<file path="src/rtl/alu_issue_scheduler_pkg.sv">
// Shared types and constants for the two-port ALU issue scheduler.
package alu_issue_scheduler_pkg;

    typedef logic [3:0] alu_op_t;

    localparam alu_op_t ALU_OP_MULT = 4'b0010;

    typedef logic [1:0] sched_state_t;

    localparam sched_state_t ST_IDLE  = 2'd0;
    localparam sched_state_t ST_EXEC  = 2'd1;
    localparam sched_state_t ST_MUL   = 2'd2;
    localparam sched_state_t ST_BLOCK = 2'd3;

endpackage

</file>
<file path="src/rtl/alu_issue_scheduler_rr_arbiter2.sv">
// Two-way round-robin arbiter: grants a lone requester, alternates on ties,
// and moves its priority only when the granted request is actually accepted.
module rr_arbiter2 (
    input  logic clk,
    input  logic rst_n,
    input  logic valid0,
    input  logic valid1,
    input  logic accept,
    output logic grant0,
    output logic grant1
);

    // prio1 = 1 means port 1 wins the next tie
    logic prio1;

    assign grant0 = valid0 && (!valid1 || !prio1);
    assign grant1 = valid1 && (!valid0 || prio1);

    always_ff @(posedge clk or negedge rst_n) begin
        if (!rst_n) begin
            prio1 <= 1'b0;
        end else if (accept && grant0) begin
            prio1 <= 1'b1;
        end else if (accept && grant1) begin
            prio1 <= 1'b0;
        end
    end

endmodule

</file>
<file path="src/rtl/alu_issue_scheduler.sv">
// Shares one ALU between two issue ports: round-robin grant, an execute
// register driving the ALU (held MUL_LAT cycles for MULT) and a result register.
module alu_issue_scheduler
    import alu_issue_scheduler_pkg::*;
#(
    parameter int XLEN    = 32,
    parameter int TAG_W   = 6,
    parameter int MUL_LAT = 3
) (
    input  logic             clk,
    input  logic             rst_n,
    input  logic             flush,
    input  logic             req0_valid,
    output logic             req0_ready,
    input  alu_op_t          req0_op,
    input  logic [XLEN-1:0]  req0_a,
    input  logic [XLEN-1:0]  req0_b,
    input  logic [TAG_W-1:0] req0_tag,
    input  logic             req1_valid,
    output logic             req1_ready,
    input  alu_op_t          req1_op,
    input  logic [XLEN-1:0]  req1_a,
    input  logic [XLEN-1:0]  req1_b,
    input  logic [TAG_W-1:0] req1_tag,
    output alu_op_t          alu_op,
    output logic [XLEN-1:0]  alu_a,
    output logic [XLEN-1:0]  alu_b,
    input  logic [XLEN-1:0]  alu_result,
    output logic             out_valid,
    input  logic             out_ready,
    output logic [XLEN-1:0]  out_result,
    output logic [TAG_W-1:0] out_tag,
    output logic             out_src
);

    localparam int CNT_W = (MUL_LAT > 1) ? $clog2(MUL_LAT) : 1;
    localparam logic [CNT_W-1:0] CNT_LAST = CNT_W'(MUL_LAT - 1);
    localparam bit MUL_MULTI = (MUL_LAT > 1);

    sched_state_t     state;
    sched_state_t     state_nxt;
    logic [CNT_W-1:0] cnt;
    alu_op_t          e_op;
    logic [XLEN-1:0]  e_a;
    logic [XLEN-1:0]  e_b;
    logic [TAG_W-1:0] e_tag;
    logic             e_src;

    logic e_valid;
    logic e_done;
    logic w_load;
    logic e_accept;
    logic grant0;
    logic grant1;
    logic take;
    logic sel;

    alu_op_t          in_op;
    logic [XLEN-1:0]  in_a;
    logic [XLEN-1:0]  in_b;
    logic [TAG_W-1:0] in_tag;

    assign e_valid  = (state != ST_IDLE);
    assign e_done   = e_valid && (e_op != ALU_OP_MULT || cnt == CNT_LAST);
    assign w_load   = e_done && (!out_valid || out_ready);
    assign e_accept = !flush && (!e_valid || w_load);

    rr_arbiter2 u_arb (
        .clk    (clk),
        .rst_n  (rst_n),
        .valid0 (req0_valid),
        .valid1 (req1_valid),
        .accept (e_accept),
        .grant0 (grant0),
        .grant1 (grant1)
    );

    // rst_n gating keeps ready low for the whole time reset is asserted
    assign req0_ready = rst_n && grant0 && e_accept;
    assign req1_ready = rst_n && grant1 && e_accept;
    assign take       = req0_ready || req1_ready;
    assign sel        = req1_ready;

    assign in_op  = sel ? req1_op  : req0_op;
    assign in_a   = sel ? req1_a   : req0_a;
    assign in_b   = sel ? req1_b   : req0_b;
    assign in_tag = sel ? req1_tag : req0_tag;

    always_comb begin
        state_nxt = state;
        if (flush) begin
            state_nxt = ST_IDLE;
        end else if (take) begin
            state_nxt = (in_op == ALU_OP_MULT && MUL_MULTI) ? ST_MUL : ST_EXEC;
        end else if (w_load) begin
            state_nxt = ST_IDLE;
        end else if (e_done) begin
            state_nxt = ST_BLOCK;
        end
    end

    // E stage: control and the operand register that drives the ALU
    always_ff @(posedge clk or negedge rst_n) begin
        if (!rst_n) begin
            state <= ST_IDLE;
            cnt   <= '0;
        end else begin
            state <= state_nxt;
            if (flush || take) begin
                cnt <= '0;
            end else if (e_valid && !e_done) begin
                cnt <= cnt + 1'b1;
            end
        end
    end

    always_ff @(posedge clk or negedge rst_n) begin
        if (!rst_n) begin
            e_op  <= '0;
            e_a   <= '0;
            e_b   <= '0;
            e_tag <= '0;
            e_src <= 1'b0;
        end else if (take) begin
            e_op  <= in_op;
            e_a   <= in_a;
            e_b   <= in_b;
            e_tag <= in_tag;
            e_src <= sel;
        end
    end

    assign alu_op = e_op;
    assign alu_a  = e_a;
    assign alu_b  = e_b;

    // W stage: result register toward writeback, held under backpressure
    always_ff @(posedge clk or negedge rst_n) begin
        if (!rst_n) begin
            out_valid  <= 1'b0;
            out_result <= '0;
            out_tag    <= '0;
            out_src    <= 1'b0;
        end else if (flush) begin
            out_valid <= 1'b0;
        end else if (w_load) begin
            out_valid  <= 1'b1;
            out_result <= alu_result;
            out_tag    <= e_tag;
            out_src    <= e_src;
        end else if (out_ready) begin
            out_valid <= 1'b0;
        end
    end

endmodule

</file>
<file path="config.mk">
export PLATFORM = sky130hd
export DESIGN_NAME = alu_issue_scheduler
export DESIGN_NICKNAME = d
export VERILOG_FILES = /design/src/rtl/alu_issue_scheduler_pkg.sv /design/src/rtl/alu_issue_scheduler_rr_arbiter2.sv /design/src/rtl/alu_issue_scheduler.sv
export SDC_FILE = /design/constraint.sdc
export NUM_CORES = 1
export LEC_CHECK = 0
export CAP_MARGIN = 20
export CORE_MARGIN = 8
export CORE_UTILIZATION = 25
export CTS_BUF_LIST = sky130_fd_sc_hd__clkbuf_4 sky130_fd_sc_hd__clkbuf_8 sky130_fd_sc_hd__clkbuf_16
export CTS_CLUSTER_DIAMETER = 80
export DETAILED_ROUTE_END_ITERATION = 8
export GPL_ROUTABILITY_DRIVEN = 0
export MAX_ROUTING_LAYER = met4
export PLACE_DENSITY = 0.67
export SKIP_LAST_GASP = 1
export SYNTH_ARGS = -nofsm -noshare
export SYNTH_HDL_FRONTEND = slang
export SYNTH_SLANG_ARGS = --single-unit
export TNS_END_PERCENT = 5
</file>
<file path="constraint.sdc">
create_clock -name clk -period 4.3 [get_ports clk]
set_clock_uncertainty 0.05 [all_clocks]
set_input_delay 0.86 -clock clk [delete_from_list [all_inputs] [get_ports clk]]
set_output_delay 0.86 -clock clk [all_outputs]
set_load 0.01 [all_outputs]
</file>
## Word level (Yosys, flattened, before mapping)

Cells that the tools add are included.

- Register bits: 120

- Bitwise logic cells: 1
- Add/sub/neg operators: 1
- Reduce and logical (&&, ||, !) cells: 32
- Equal/unequal tests: 3
- Multiplexer cells: 16

Operators with widths:

| kind | number |
|---|---|
| $mux 32 | 2 |
| $mux 2 | 7 |
| $logic_and 1x1->1 | 12 |
| $logic_not 1->1 | 7 |
| $logic_or 1x1->1 | 7 |
| $mux 6 | 1 |
| $reduce_bool 2->1 | 3 |
| $mux 1 | 5 |
| $eq 4x2->1 const B | 1 |
| $mux 4 | 1 |
| $ne 4x2->1 const B | 1 |
| $reduce_bool 4->1 | 1 |
| $reduce_bool 3->1 | 1 |
| $add 2x1->2 const B | 1 |
| $eq 2x2->1 const B | 1 |
| $reduce_and 2->1 | 1 |
| $not 1->1 | 1 |

## Logic depth before layout (Yosys ltp)

- Word-level depth: 12
- Mapped depth: 8
- Gate-level depth less buffers: 6

## Modules after synthesis

A second synthesis with hierarchy kept.

- Cell total of the unflattened synthesis: 565
- Area, all modules: 6,538.8 µm²

Modules (own cells, without submodules):

| module | area each (µm²) | times used | cells an instance |
|---|---|---|---|
| alu_issue_scheduler | 6,483.7 | 1 | 559 |
| rr_arbiter2 | 55.1 | 1 | 6 |

## Least setup slack after synthesis

No wires, ideal clock.

- Path kind: input to output
- From: input out_ready
- To: output req0_ready
- Stages: 3
- Setup slack: 1,725 ps
- Data required time: 3,390 ps
- Arrival: 1,665 ps
- Path through: nand2b_1 a21bo_2 a211oi_1

- Word-level cells in the longest chain between the ends: 5

Ends and longest elaborated chain:

| what | RTL line | RTL |
|---|---|---|
| from (decl) | alu_issue_scheduler.sv:30 | `input logic out_ready,` |
| $logic_or 1x1->1 | alu_issue_scheduler.sv:65 | `assign w_load = e_done && (!out_valid \|\| out_ready);` |
| $logic_and 1x1->1 | alu_issue_scheduler.sv:65 |  |
| $logic_or 1x1->1 | alu_issue_scheduler.sv:66 | `assign e_accept = !flush && (!e_valid \|\| w_load);` |
| $logic_and 1x1->1 | alu_issue_scheduler.sv:66 |  |
| $logic_and 1x1->1 | alu_issue_scheduler.sv:79 | `assign req0_ready = rst_n && grant0 && e_accept;` |
| to (decl) | alu_issue_scheduler.sv:14 | `output logic req0_ready,` |

No other way between the ends.

## Worst setup path after layout

Same ends and word-level chain as after synthesis.

==> metrics.yaml <==
start_util: 0.254
r2r_setup_slack_ps: 2080
drc: 0
critical_path_required_ps: 3390
cp_data_arrival_time_ps: 2770
max_cap_viol_count: 0
netlist_area_sq_mm: 0.00530
synth_top_cell_by_area: "dfrtp_1"
vias: 4487
globalRouteOverflowTotal: 0
synth_top_area_share: 0.566
cp-start-kind: "input port"
period_share: 0.855
antenna_found_initial: 2
fin_util: 0.442
ctsHoldBuffers: 0
finalMaxSlewViolations: 0
outcome: "complete, no violations"
syn-num-nets: 577
cts_root_buf: "clkbuf_16"
tns_ps: 0
grt_pass1_wl_microns: 28500
synth-seq-cells: 120
stdcell_count: 967
dr.first_iter.drc_count: 189
worstSetupPathType: "input port to primary output"
min_from: "out_result[28]$_DFFE_PN0P_"
cts_sinks: 120
p_leak_nw: 3.54
grt_usage: 0.141
synth.distinct_cells: 32
worstRegToRegCells: 7
fillCellCount: 1973
place_hpwl_microns: 13100
insertion_delay_ps: 400
num_io_pins: 296
cts_resized: 0
place_inst: 932
ff_latch_area_sq_mm: 0.00300
drt-pass1-iter-count: 4
synth_flop_cell: "dfrtp_1"
synth-edff-count: 0
placed_area_sq_mm: 0.00855
wl_per_cell_microns: 18.8
yosysWarnings: 0
synth_area_leaders: "dfrtp_1 57%, a2bb2oi_2 11%, o22ai_1 8.9%"
timing.fmax_ghz: 0.272
min-delay-path-class: "flop to flop"
fin_ws_ps: 622
avgSynthCellArea_sq_um: 13.6
vdd_drop_max_mv: 0.241
cts_setup_buffers: 0
pre_cts_slack_ps: 650
worstPathMaxFanout: 6
finalCriticalPeriod_ps: 3680
r2r-start: "cnt[0]$_DFFE_PN0P_"
worst_pin_slew_ps: 847
row_count: 53
drive_gt1_frac: 0.183
die_h_microns: 162
hold_violations: 0
dieArea_sq_mm: 0.0261
routed_wl_microns: 18200
via_per_inst: 4.64
p_total_mw: 4.87
grt_start_max_net_pins: 79
multi_input_area_sq_mm: 0.00212
hold_path_depth: 1
holdPathEnd: "out_result[28]$_DFFE_PN0P_"
cts_tree: "done"
netlist_instances: 390
ant_nets: 0
syn2layout_area_growth_pct: 74.0
rsz0062_at_grt: "no"
cts_buffer_depth: 2
power_density_mw_per_mm2: 528
post-route-cell-area_sq_mm: 0.00923
rr_endpoint: "alu_b[2]$_DFFE_PN0P_"
synth.top_cells.by_count: "120 x dfrtp_1, 75 x o22ai_1, 38 x a2bb2oi_2"
whs_ps: 437
relSlewSlack: 0.435
fp.coreArea_sq_mm: 0.0209
async_flop_share: 1.00
setup_viol: 0
htree_levels: 4
die_w_microns: 162
cts.clk_slew.worst_paths_ps: 60
io_buffers: 295
cts-buffers-inserted: 17
grt_pass1_vias: 4972
end_kind: "primary output"
yosysSeqAreaShare: 0.566
yosysMostFrequentCell: "dfrtp_1"
num-nets-final: 864
## placed cells by master (no fill, tap or decap), drive strengths merged, types with 2 or more instances in the layout
master	netlist	final
a211oi	6	6
a21oi	3	3
a2bb2oi	74	74
buf	19	12
bufinv	0	4
clkbuf	19	22
clkdlybuf4s50	0	294
clkinv	0	2
clkinvlp	0	3
dfrtp	120	120
diode	0	2
inv	2	3
mux2	39	39
nand2	5	5
nand2b	3	3
nand3	3	3
nand4	2	2
nor2	4	4
nor3b	2	2
nor4b	2	2
o21ai	2	2
o22ai	75	75
or2	2	2
## cell families (layout without fill, tap and decap cells)
family	count (synthesis)	after routing	synth area share
AOI/OAI and AO/OA	165	165	0.278
xor gates and xnor gates	1	1	0.00165
adders and majority gates	1	1	0.00236
buffers and inverters	40	340	0.0422
DFF	120	120	0.566
muxes	39	39	0.0828
other	0	2	0
and+or+nand+nor	24	24	0.0264
## worst max-delay path, cell delays in order
cell             delay (ps)
clkdlybuf4s50_1         450
nand2b_1                150
a21bo_2                 320
a211oi_1                340
clkdlybuf4s50_1         650
## sequential cells by signal, summed over array words and instances (netlist names)
register / count
alu_a: 32
alu_b: 32
out_result: 32
e_tag: 6
out_tag: 6
alu_op: 4
cnt: 2
state: 2
e_src: 1
out_src: 1
out_valid: 1
u_arb.prio1: 1
## power by group
group / total (mW) / leakage, nW / switching, mW / internal, mW
clock: 1.55 / 0.310 / 0.522 / 1.03
combinational: 1.65 / 1.87 / 0.606 / 1.05
sequential: 1.66 / 1.36 / 0.189 / 1.47
total: 4.87 / 3.54 / 1.32 / 3.55
## worst max-delay path by stage
stage                 end       from  slack, ps  cells past startpoint
6_report       req0_ready  out_ready        620                      5
5_1_grt        req0_ready  out_ready        540                      5
4_1_cts        req0_ready  out_ready        640                      5
3_5_place_dp   req0_ready  out_ready        650                      5
3_3_place_gp   req0_ready  out_ready        660                      5
2_1_floorplan  req0_ready  out_ready       1720                      3
## area by class of cell
cell class,instances,share of cell area
repair buffers,306,0.335
inverters,2,0.000814
clock buffers,22,0.0522
flip-flops and latches,120,0.326
multi-input cells,230,0.230
clock inverters,10,0.0179
diodes,2,0.000543
well taps,275,0.0373
## metal layers
layer  share of wire  global-route usage  vias up  wire, microns
met2            0.49               0.226      159           8890
met5               0                   -        -              0
met1            0.44               0.172     2187           8000
met4           0.011              0.0370        0            208
li1                -                   -     2127              -
met3           0.058              0.0405       14           1050
(Power assumes the default switching activity.)
